### src/rtl/data_source_pkg.sv
// Shared types and constants for the data_source burst generator.
package data_source_pkg;

  typedef enum logic [1:0] {
    MODE_INCR  = 2'd0,
    MODE_LFSR  = 2'd1,
    MODE_CONST = 2'd2,
    MODE_WALK  = 2'd3
  } mode_e;

  typedef enum logic [1:0] {
    ST_IDLE = 2'd0,
    ST_RUN  = 2'd1,
    ST_DONE = 2'd2
  } state_e;

  localparam logic [15:0] DEFAULT_LFSR_POLY = 16'hB400;
  localparam int          MAX_BEATS         = 256;

endpackage

### src/rtl/data_source_pattern.sv
// Combinational next-word generator: maps the current beat to the following one.
module data_source_pattern
  import data_source_pkg::*;
#(
  parameter int               WIDTH     = 16,
  parameter logic [WIDTH-1:0] LFSR_POLY = WIDTH'(DEFAULT_LFSR_POLY)
) (
  input  mode_e            mode,
  input  logic [WIDTH-1:0] cur_word,
  output logic [WIDTH-1:0] next_word
);

  always_comb begin
    next_word = cur_word;
    case (mode)
      MODE_INCR: next_word = cur_word + WIDTH'(1);
      MODE_LFSR: next_word = (cur_word >> 1) ^ (cur_word[0] ? LFSR_POLY : '0);
      MODE_WALK: next_word = {cur_word[WIDTH-2:0], cur_word[WIDTH-1]};
      default:   next_word = cur_word;
    endcase
  end

endmodule

### src/rtl/data_source.sv
// Burst pattern source: captures a request in IDLE, streams len beats with
// valid/ready flow control, then pulses done for one cycle.
module data_source
  import data_source_pkg::*;
#(
  parameter int               WIDTH     = 16,
  parameter logic [WIDTH-1:0] LFSR_POLY = WIDTH'(DEFAULT_LFSR_POLY)
) (
  input  logic             clk,
  input  logic             reset,
  input  logic             start,
  input  logic [1:0]       mode,
  input  logic [WIDTH-1:0] seed,
  input  logic [7:0]       len,
  output logic [WIDTH-1:0] data,
  output logic             valid,
  input  logic             ready,
  output logic             busy,
  output logic             done
);

  state_e           state_q, state_d;
  mode_e            mode_q, mode_d;
  logic [WIDTH-1:0] word_q, word_d;
  logic [8:0]       cnt_q, cnt_d;
  logic [8:0]       len_q, len_d;
  logic [WIDTH-1:0] first_word;
  logic [WIDTH-1:0] next_word;
  logic             last_beat;

  data_source_pattern #(
    .WIDTH     (WIDTH),
    .LFSR_POLY (LFSR_POLY)
  ) u_pattern (
    .mode      (mode_q),
    .cur_word  (word_q),
    .next_word (next_word)
  );

  // First beat derives from the live inputs since it is loaded on the start edge.
  always_comb begin
    first_word = seed;
    case (mode_e'(mode))
      MODE_LFSR: first_word = (seed == '0) ? WIDTH'(1) : seed;
      MODE_WALK: first_word = WIDTH'(1) << seed[3:0];
      default:   first_word = seed;
    endcase
  end

  assign last_beat = ((cnt_q + 9'd1) == len_q);

  always_comb begin
    state_d = state_q;
    mode_d  = mode_q;
    word_d  = word_q;
    cnt_d   = cnt_q;
    len_d   = len_q;
    case (state_q)
      ST_IDLE: begin
        if (start) begin
          state_d = ST_RUN;
          mode_d  = mode_e'(mode);
          word_d  = first_word;
          cnt_d   = '0;
          len_d   = (len == 8'd0) ? 9'(MAX_BEATS) : {1'b0, len};
        end
      end
      ST_RUN: begin
        if (ready) begin
          if (last_beat) begin
            state_d = ST_DONE;
          end else begin
            word_d = next_word;
            cnt_d  = cnt_q + 9'd1;
          end
        end
      end
      ST_DONE: state_d = ST_IDLE;
      default: state_d = ST_IDLE;
    endcase
  end

  // Every register is cleared so an aborted burst leaves nothing behind.
  always_ff @(posedge clk) begin
    if (!reset) begin
      state_q <= ST_IDLE;
      mode_q  <= MODE_INCR;
      word_q  <= '0;
      cnt_q   <= '0;
      len_q   <= '0;
    end else begin
      state_q <= state_d;
      mode_q  <= mode_d;
      word_q  <= word_d;
      cnt_q   <= cnt_d;
      len_q   <= len_d;
    end
  end

  assign valid = (state_q == ST_RUN);
  assign data  = valid ? word_q : '0;
  assign busy  = (state_q != ST_IDLE);
  assign done  = (state_q == ST_DONE);

endmodule

### config.mk
export PLATFORM = sky130hd
export DESIGN_NAME = data_source
export DESIGN_NICKNAME = d
export VERILOG_FILES = /design/src/rtl/data_source_pkg.sv /design/src/rtl/data_source_pattern.sv /design/src/rtl/data_source.sv
export SDC_FILE = /design/constraint.sdc
export NUM_CORES = 1
export LEC_CHECK = 0
export ABC_AREA = 1
export CAP_MARGIN = 5
export CORE_MARGIN = 2
export CORE_UTILIZATION = 50
export CTS_BUF_LIST = sky130_fd_sc_hd__clkbuf_4
export CTS_CLUSTER_DIAMETER = 80
export DETAILED_ROUTE_END_ITERATION = 10
export GPL_TIMING_DRIVEN = 1
export PLACE_DENSITY_LB_ADDON = 0.05
export SETUP_SLACK_MARGIN = 0.5
export SLEW_MARGIN = 30
export SYNTH_ARGS = -nofsm -noshare
export SYNTH_HDL_FRONTEND = slang
export SYNTH_SLANG_ARGS = --single-unit
### constraint.sdc
create_clock -name clk -period 5 [get_ports clk]
set_input_delay 0.5 -clock clk [delete_from_list [all_inputs] [get_ports clk]]
set_output_delay 0.5 -clock clk [all_outputs]
set_load 0.02 [all_outputs]
# Yosys cells after proc, flatten, opt, wreduce, memory -nomap -nowiden
# Index checks and enable logic that the tools add are counted.
[op_classes]
reduce_logical = 10
n_addsub = 2
n_mux = 18
bitwise = 1
n_eq_ne = 12
shifts = 1
[op_table]
columns = ["operator", "count"]
rows = [
  ["16-bit 2-to-1 mux", 6],
  ["16-bit case mux with 2 select lines", 2],
  ["16-bit case mux with 3 select lines", 1],
  ["9-bit 2-to-1 mux", 4],
  ["9-bit case mux with 2 select lines", 1],
  ["16-bit by 1-bit adder with 16-bit output (second input constant)", 1],
  ["16-bit logical NOT", 1],
  ["1-bit by 4-bit left shift with 16-bit output (first input constant)", 1],
  ["15-bit by 16-bit bitwise XOR with 16-bit output", 1],
  ["9-bit by 1-bit adder with 9-bit output (second input constant)", 1],
  ["9-bit == test", 1],
  ["8-bit logical NOT", 1],
  ["2-bit by 1-bit == test with 1-bit output (second input constant)", 3],
  ["2-bit == test (second input constant)", 3],
  ["2-bit 2-to-1 mux", 3],
  ["5-bit AND reduction", 1],
  ["2-bit logical NOT", 2],
  ["2-bit by 1-bit inequality test with 1-bit output (second input constant)", 2],
  ["2-bit inequality test (second input constant)", 2],
  ["4-bit by 1-bit inequality test with 1-bit output (second input constant)", 1],
  ["2-bit case mux with 2 select lines", 1],
  ["4-bit AND reduction", 1],
  ["2-bit nonzero test", 2],
  ["3-bit AND reduction", 1],
  ["2-bit AND reduction", 1],
]
[word_totals]
word_cells = 49
ff_bits = 38
in_bits = 30

# Logic depth before layout (Yosys ltp)
# Gate-level depths: netlist of run 1.
[logic_depth]
depth_word = 6
mapped_depth = 15

# Cells and area by module
# From an unflattened synthesis of run 1, not the netlist that was laid out.
[hier_totals]
hier_cells = 605
hier_area_um2 = 3380.7
[modules_own_cells]
columns = ["module", "cells_each", "instances", "area_each_um2", "seq_area_each_um2"]
rows = [
  ["data_source", 437, 1, 2522.4, 760.7],
  ["data_source_pattern", 168, 1, 858.3, 0.0],
]

# Worst setup path before layout of run 1
# No wires, ideal clock.
[synth_timing]
kind = "flip-flop to output port"
from = "register state_q[1]"
to = "output port data[10]"
t_required_ns = 4.500
path_stages_with_launch = 7
path_buffers = 3
path_slack_ns = 3.018
t_arrival_ns = 1.482
path_cell_list = "dfxtp_1 > inv_1 > nand2_1 > clkbuf_1 > buf_1 > buf_2 > nor2_1"
[synth_between]
elab_chain_cells = 2
[synth_lines]
columns = ["item", "line_no", "source"]
rows = [
  ["start, declared", "data_source.sv:22", "state_e state_q, state_d;"],
  ["start signal, assigned", "data_source.sv:92", "state_q <= state_d;"],
  ["2-bit by 1-bit == test with 1-bit output", "data_source.sv:100", "assign valid = (state_q == ST_RUN);"],
  ["16-bit 2-to-1 mux", "data_source.sv:101", "assign data = valid ? word_q : '0;"],
  ["end, declared", "data_source.sv:15", "output logic [WIDTH-1:0] data,"],
]
# Every way passes these cells.

# Worst setup path in the final report of run 1
[layout_timing]
from = "register state_q[1]"
to = "output port valid"
[layout_between]
elab_chain_cells = 1
[layout_lines]
columns = ["item", "line_no", "source"]
rows = [
  ["2-bit by 1-bit == test with 1-bit output", "data_source.sv:100", ""],
  ["end, declared", "data_source.sv:16", "output logic valid,"],
]
# Every way passes these cells.

==> results of run 1 <==
[area by class of cell]
type                            instances  area (um2)
Clock buffer                            5        37.5
Clock inverter                          3        21.3
Fill cell                             641        2520
Inverter                               67         251
Multi-Input combinational cell        430        2040
Sequential cell                        38         761
Tap cell                               77        96.3
Timing Repair Buffer                   52         510
[state kept, by name, summed over array words and instances, names as in the netlist]
name     flops
cnt_q        9
word_q      16
state_q      2
len_q        9
mode_q       2
[routing by layer]
metal / GRT usage (%) / vias up
met5: 0 / -
met3: 3.46 / 32
met1: 34.1 / 1722
met2: 48.1 / 181
met4: 14.8 / 0
li1: - / 1894
[cells in the final DEF (no fill, tap or decap), types with 3 or more instances in the layout]
cell type        netlist  final
nand2_1              153    153
nor2_1                79     79
inv_1                 64     64
nand3_1               48     48
clkdlybuf4s50_1        0     48
a21oi_1               43     43
dfxtp_1               38     38
o21ai_0               23     23
nand4_1               17     17
nor3_1                12     12
nor2_2                 5      5
clkbuf_4               0      5
nand2_2                4      4
nand3_2                4      4
nand3b_1               4      4
a31oi_1                4      4
buf_4                  3      4
or2_2                  3      3
o22ai_1                3      3
xor2_1                 3      3
a22oi_1                3      3
o211ai_1               3      3
[worst reg2reg max path, stage by stage (launching register included)]
cell and delay [ns]:
dfxtp_1 0.37, inv_1 0.06, nand2_1 0.50, buf_4 0.34, clkinv_1 0.12, buf_4 0.20
nand3_1 0.34, nand3_2 0.48, nand2_1 0.17, nand2_1 0.06, nor2_1 0.14
[cells by family after synthesis]
logic type	Yosys count	share of synthesized area, %
simple gates	335	46.5
buf+inv	91	12.0
compound gates	89	15.7
flops	38	23.9
xor+xnor	3	0.827
fa+ha+maj	2	0.787
mux	1	0.315
[path summary, 6_finish.rpt]
check | from | endpoint | slack, ns | depth (start not counted)
setup / recovery | state_q[1] | valid | 1.97 | 6
setup reg to reg | state_q[1] | word_q[9] | 2.16 | 10
hold / removal | len_q[0] | len_q[0] | 0.49 | 2
hold reg to reg | len_q[0] | len_q[0] | 0.49 | 2
[metrics by stage]
stage          setup slack, ns  std cells  total power, uW  hold slack, ns
6_report                  1.97        672              882           0.486
4_1_cts                   1.98        672              881           0.484
5_1_grt                   1.86        672              934           0.501
3_5_place_dp              2.22        664              711           0.465
2_1_floorplan             3.02        559              593           0.444
3_3_place_gp              2.36        664              707           0.466
[where the power goes]
group | switching (uW) | internal, uW | total [uW]
logic | 219 | 126 | 345
registers | 33.3 | 333 | 366
clock network | 117 | 54.7 | 172
total | 369 | 513 | 882
==> results.toml, run 1 <==
[sta]
skew_ns = 0.0126
drv_slew = 0
setup-tns-final_ns = 0
period_needed_ns = 3.03
maxClockFrequency_mhz = 330
rsz0062_at_grt = "no"
finalCritPeriodShare_pct = 60.6
finalHoldViolCount = 0
worst_pin_slew_ns = 0.918
setup_violations = 0
relSlewSlack_pct = 38.6

[run_status]
status = "complete, no violations"

[finish]
areaGrowthSynthToFinish_pct = 16.9
drive_gt1_share_pct = 5.55
antenna_cells = 0
design_area_um2 = 3720
num-nets-final = 626
final_util_pct = 59.5

[synth]
ys_seq_elements = 38
syn_area_um2 = 3180
yosys_warnings = 0
synth_cell_types = 41
async_reset_ff_share_pct = 0
synth_edf_count = 0
synth_most_common_cell = "nand2_1"
netlist.area_leader.share_pct = 23.9
syn_area_per_cell_um2 = 5.69
yosys.area.top_type = "dfxtp_1"
yosys-top-cells-area = "dfxtp_1, nand2_1, nor2_1"
synth_flop_cell = "dfxtp_1"
syn_nets = 591
synth_seq_area_share_pct = 23.9
synthTopCellsByCount = "nand2_1, nor2_1, inv_1"
synthCells = 559

[global_routing]
grt_pass1_wl_um = 16200
first_global_vias = 3432
grt_usage_pct = 28.1
grt_max_degree = 27
antenna_found_initial = 0
overflow = 0

[setup_path]
startpoint_type = "flop"
crit_buf_inv = 5
cp_cell_sequence = "inv_1 > nand2_1 > buf_4 > clkinv_1 > buf_4 > clkdlybuf4s50_1"
end_kind = "primary output"
critPathTopFamily = "buffers and inverters"
worstPathArrival_ns = 2.53
required_ns = 4.50
cp_common_cell = "buf_4"
cp_max_fo = 19
critPathKind = "flop to primary output"
crit_path_max_incr_delay_ns = 0.57
crit_slowest_cell = "clkdlybuf4s50_1"

[power_and_ir_drop]
peakVddDrop_uv = 129
p_per_area_nw_per_um2 = 237
leakage_uw = 0.00164

[clock_tree]
cts_setup_buffers = 0
htree_levels = 2
cts_max_path_buffers = 2
tritoncts = "done"
path_clk_slew_ns = 0.13
cts_sinks = 38
cts.repair.resized = 0
clock_latency_ns = 0.36
numCtsBuffers = 5
clockRootBuffer = "clkbuf_4"
holdBufCountCts = 0

[floorplanning]
die_h_um = 83.7
die_x_um = 83.7
fp.dieArea_um2 = 7010
core_um2 = 6240
rows = 29
io_pins = 49
start_util_pct = 50.9

[placed_design]
port_buffers = 48
dp_hpwl_um = 7520
place_area_um2 = 3660
globalplace.congestion = 0.938

[routing]
top_layer_used = "met4"
drt_iter0_markers = 277
wl_met2_um = 4690
met1_length_um = 3910
drt-wirelength-per-cell_um = 14.6
drt_wl_total_um = 9820
ant_nets = 0
num_vias = 3829
first_pass_iters = 8
drc = 0
wl_met3_um = 683
vias_per_cell = 5.70

[flow_run]
drv_cap = 0

[min_path]
hold_class = "flop to flop"
Note: power is estimated with default switching activity, not from simulation.
==> run 2: changes to the inputs <==
==> constraint.sdc (replaced) <==
create_clock -name clk -period 3.1 [get_ports clk]
set_input_delay 0.31 -clock clk [delete_from_list [all_inputs] [get_ports clk]]
set_output_delay 0.31 -clock clk [all_outputs]
set_load 0.02 [all_outputs]
==> results.toml, run 2 (same netlist as run 1, synthesis figures left out) <==
[power_and_ir_drop]
p_per_area_nw_per_um2 = 403
p_comb_share_pct = 36.6
seqPwrFrac_pct = 39.1
p_clk_share_pct = 24.3
cellInternalPower_uw = 909
switching_share_pct = 39.8
peakVddDrop_uv = 258
switchingPower_uw = 600
leakage_uw = 0.00165

[sta]
maxClockFrequency_mhz = 423
skew_ns = 0.0107
relSlewSlack_pct = 62.0
fin_hold_ws_ns = 0.489
finalHoldViolCount = 0
setup-tns-final_ns = 0
setup_violations = 0
rsz0062_at_grt = "no"
finalCritPeriodShare_pct = 76.2
drv_slew = 0
period_needed_ns = 2.36
worst_pin_slew_ns = 0.569

[placed_design]
port_buffers = 48
globalplace.congestion = 0.954
placedCellCount = 665
dp_hpwl_um = 7180

[finish]
num-nets-final = 627
largest_reg_flops = 16
areaGrowthSynthToFinish_pct = 17.9
drive_gt1_share_pct = 5.70
top_regs = "word_q: 16 flops, cnt_q: 9 flops, len_q: 9 flops"
final_cell_mix = "nand2_1, nor2_1, inv_1, nand3_1, clkdlybuf4s50_1"
final_cells = 673
largest_register = "word_q"
antenna_cells = 0
layout_commonest_cell = "nand2_1"

[global_routing]
grt_pass1_wl_um = 16300
overflow = 0
antenna_found_initial = 0
grt_max_degree = 35
first_global_vias = 3551
grt_usage_pct = 28.3

[clock_tree]
clockRootBuffer = "clkbuf_4"
cts_setup_buffers = 0
htree_levels = 2
numCtsBuffers = 5
cts_max_path_buffers = 2
holdBufCountCts = 0
path_clk_slew_ns = 0.14
cts_sinks = 38
clock_latency_ns = 0.36
cts.repair.resized = 0
tritoncts = "done"

[floorplanning]
rows = 29
start_util_pct = 50.9
die_x_um = 83.7
fp.dieArea_um2 = 7010
die_h_um = 83.7
io_pins = 49
core_um2 = 6240

[routing]
drc = 0
vias_per_cell = 5.68
drt_iter0_markers = 350
drt-wirelength-per-cell_um = 14.6
ant_nets = 0
num_vias = 3826
drt_wl_total_um = 9800
first_pass_iters = 5

[flow_run]
drv_cap = 0

[setup_path]
cp_max_fo = 9
critPathKind = "flop to primary output"
required_ns = 2.79
startpoint_type = "flop"
worstPathArrival_ns = 2.05
end_kind = "primary output"
r2r_slack_ns = 0.82

[run_status]
status = "complete, no violations"

[min_path]
hold_class = "flop to flop"
run 2: metrics by stage:
step	util, %	area [um2]	setup WS (ns)	total power [uW]
floorplan	-	3180	1.30	957
global placement	58.7	3660	0.822	1140
detailed placement	58.7	3660	0.798	1140
CTS	60.0	3750	0.770	1510
global route	60.0	3750	0.598	1600
finish	60.0	3750	0.737	1510
run 2: layer usage:
metal / vias to the layer above / global-route usage (%) / share of wire, %
met3: 29 / 3.66 / 6.6
met5: - / 0 / 0
met4: 0 / 15.5 / 4.8
li1: 1889 / - / -
met1: 1755 / 34.0 / 41
met2: 153 / 48.7 / 48
run 2: worst paths after layout:
kind,start,to,cells past startpoint
setup reg to reg,mode_q[0],word_q[0],6
setup / recovery,word_q[0],data[0],3
hold reg to reg,len_q[0],len_q[0],2
hold / removal,len_q[0],len_q[0],2
run 2: power by group through the flow:
stage | clock network (uW) | logic (uW) | registers [uW]
floorplan | 0 | 377 | 580
CTS | 377 | 547 | 588
global placement | 0 | 540 | 599
global route | 389 | 619 | 596
finish | 366 | 552 | 591
detailed placement | 0 | 545 | 599
run 2: worst max-delay path, stage by stage, from the launching register on:
cell             delay (ns)
dfxtp_1                0.53
clkinv_1               0.37
nor2_1                 0.19
clkdlybuf4s50_1        0.61
run 2: cell type report:
class                      count  area [um2]
fill                         643        2490
multi-input combinational    430        2040
sequential                    38         761
timing repair buffer          53         518
inverter                      67         251
tap                           77        96.3
clock inverter                 3        45.0
clock buffer                   5        37.5
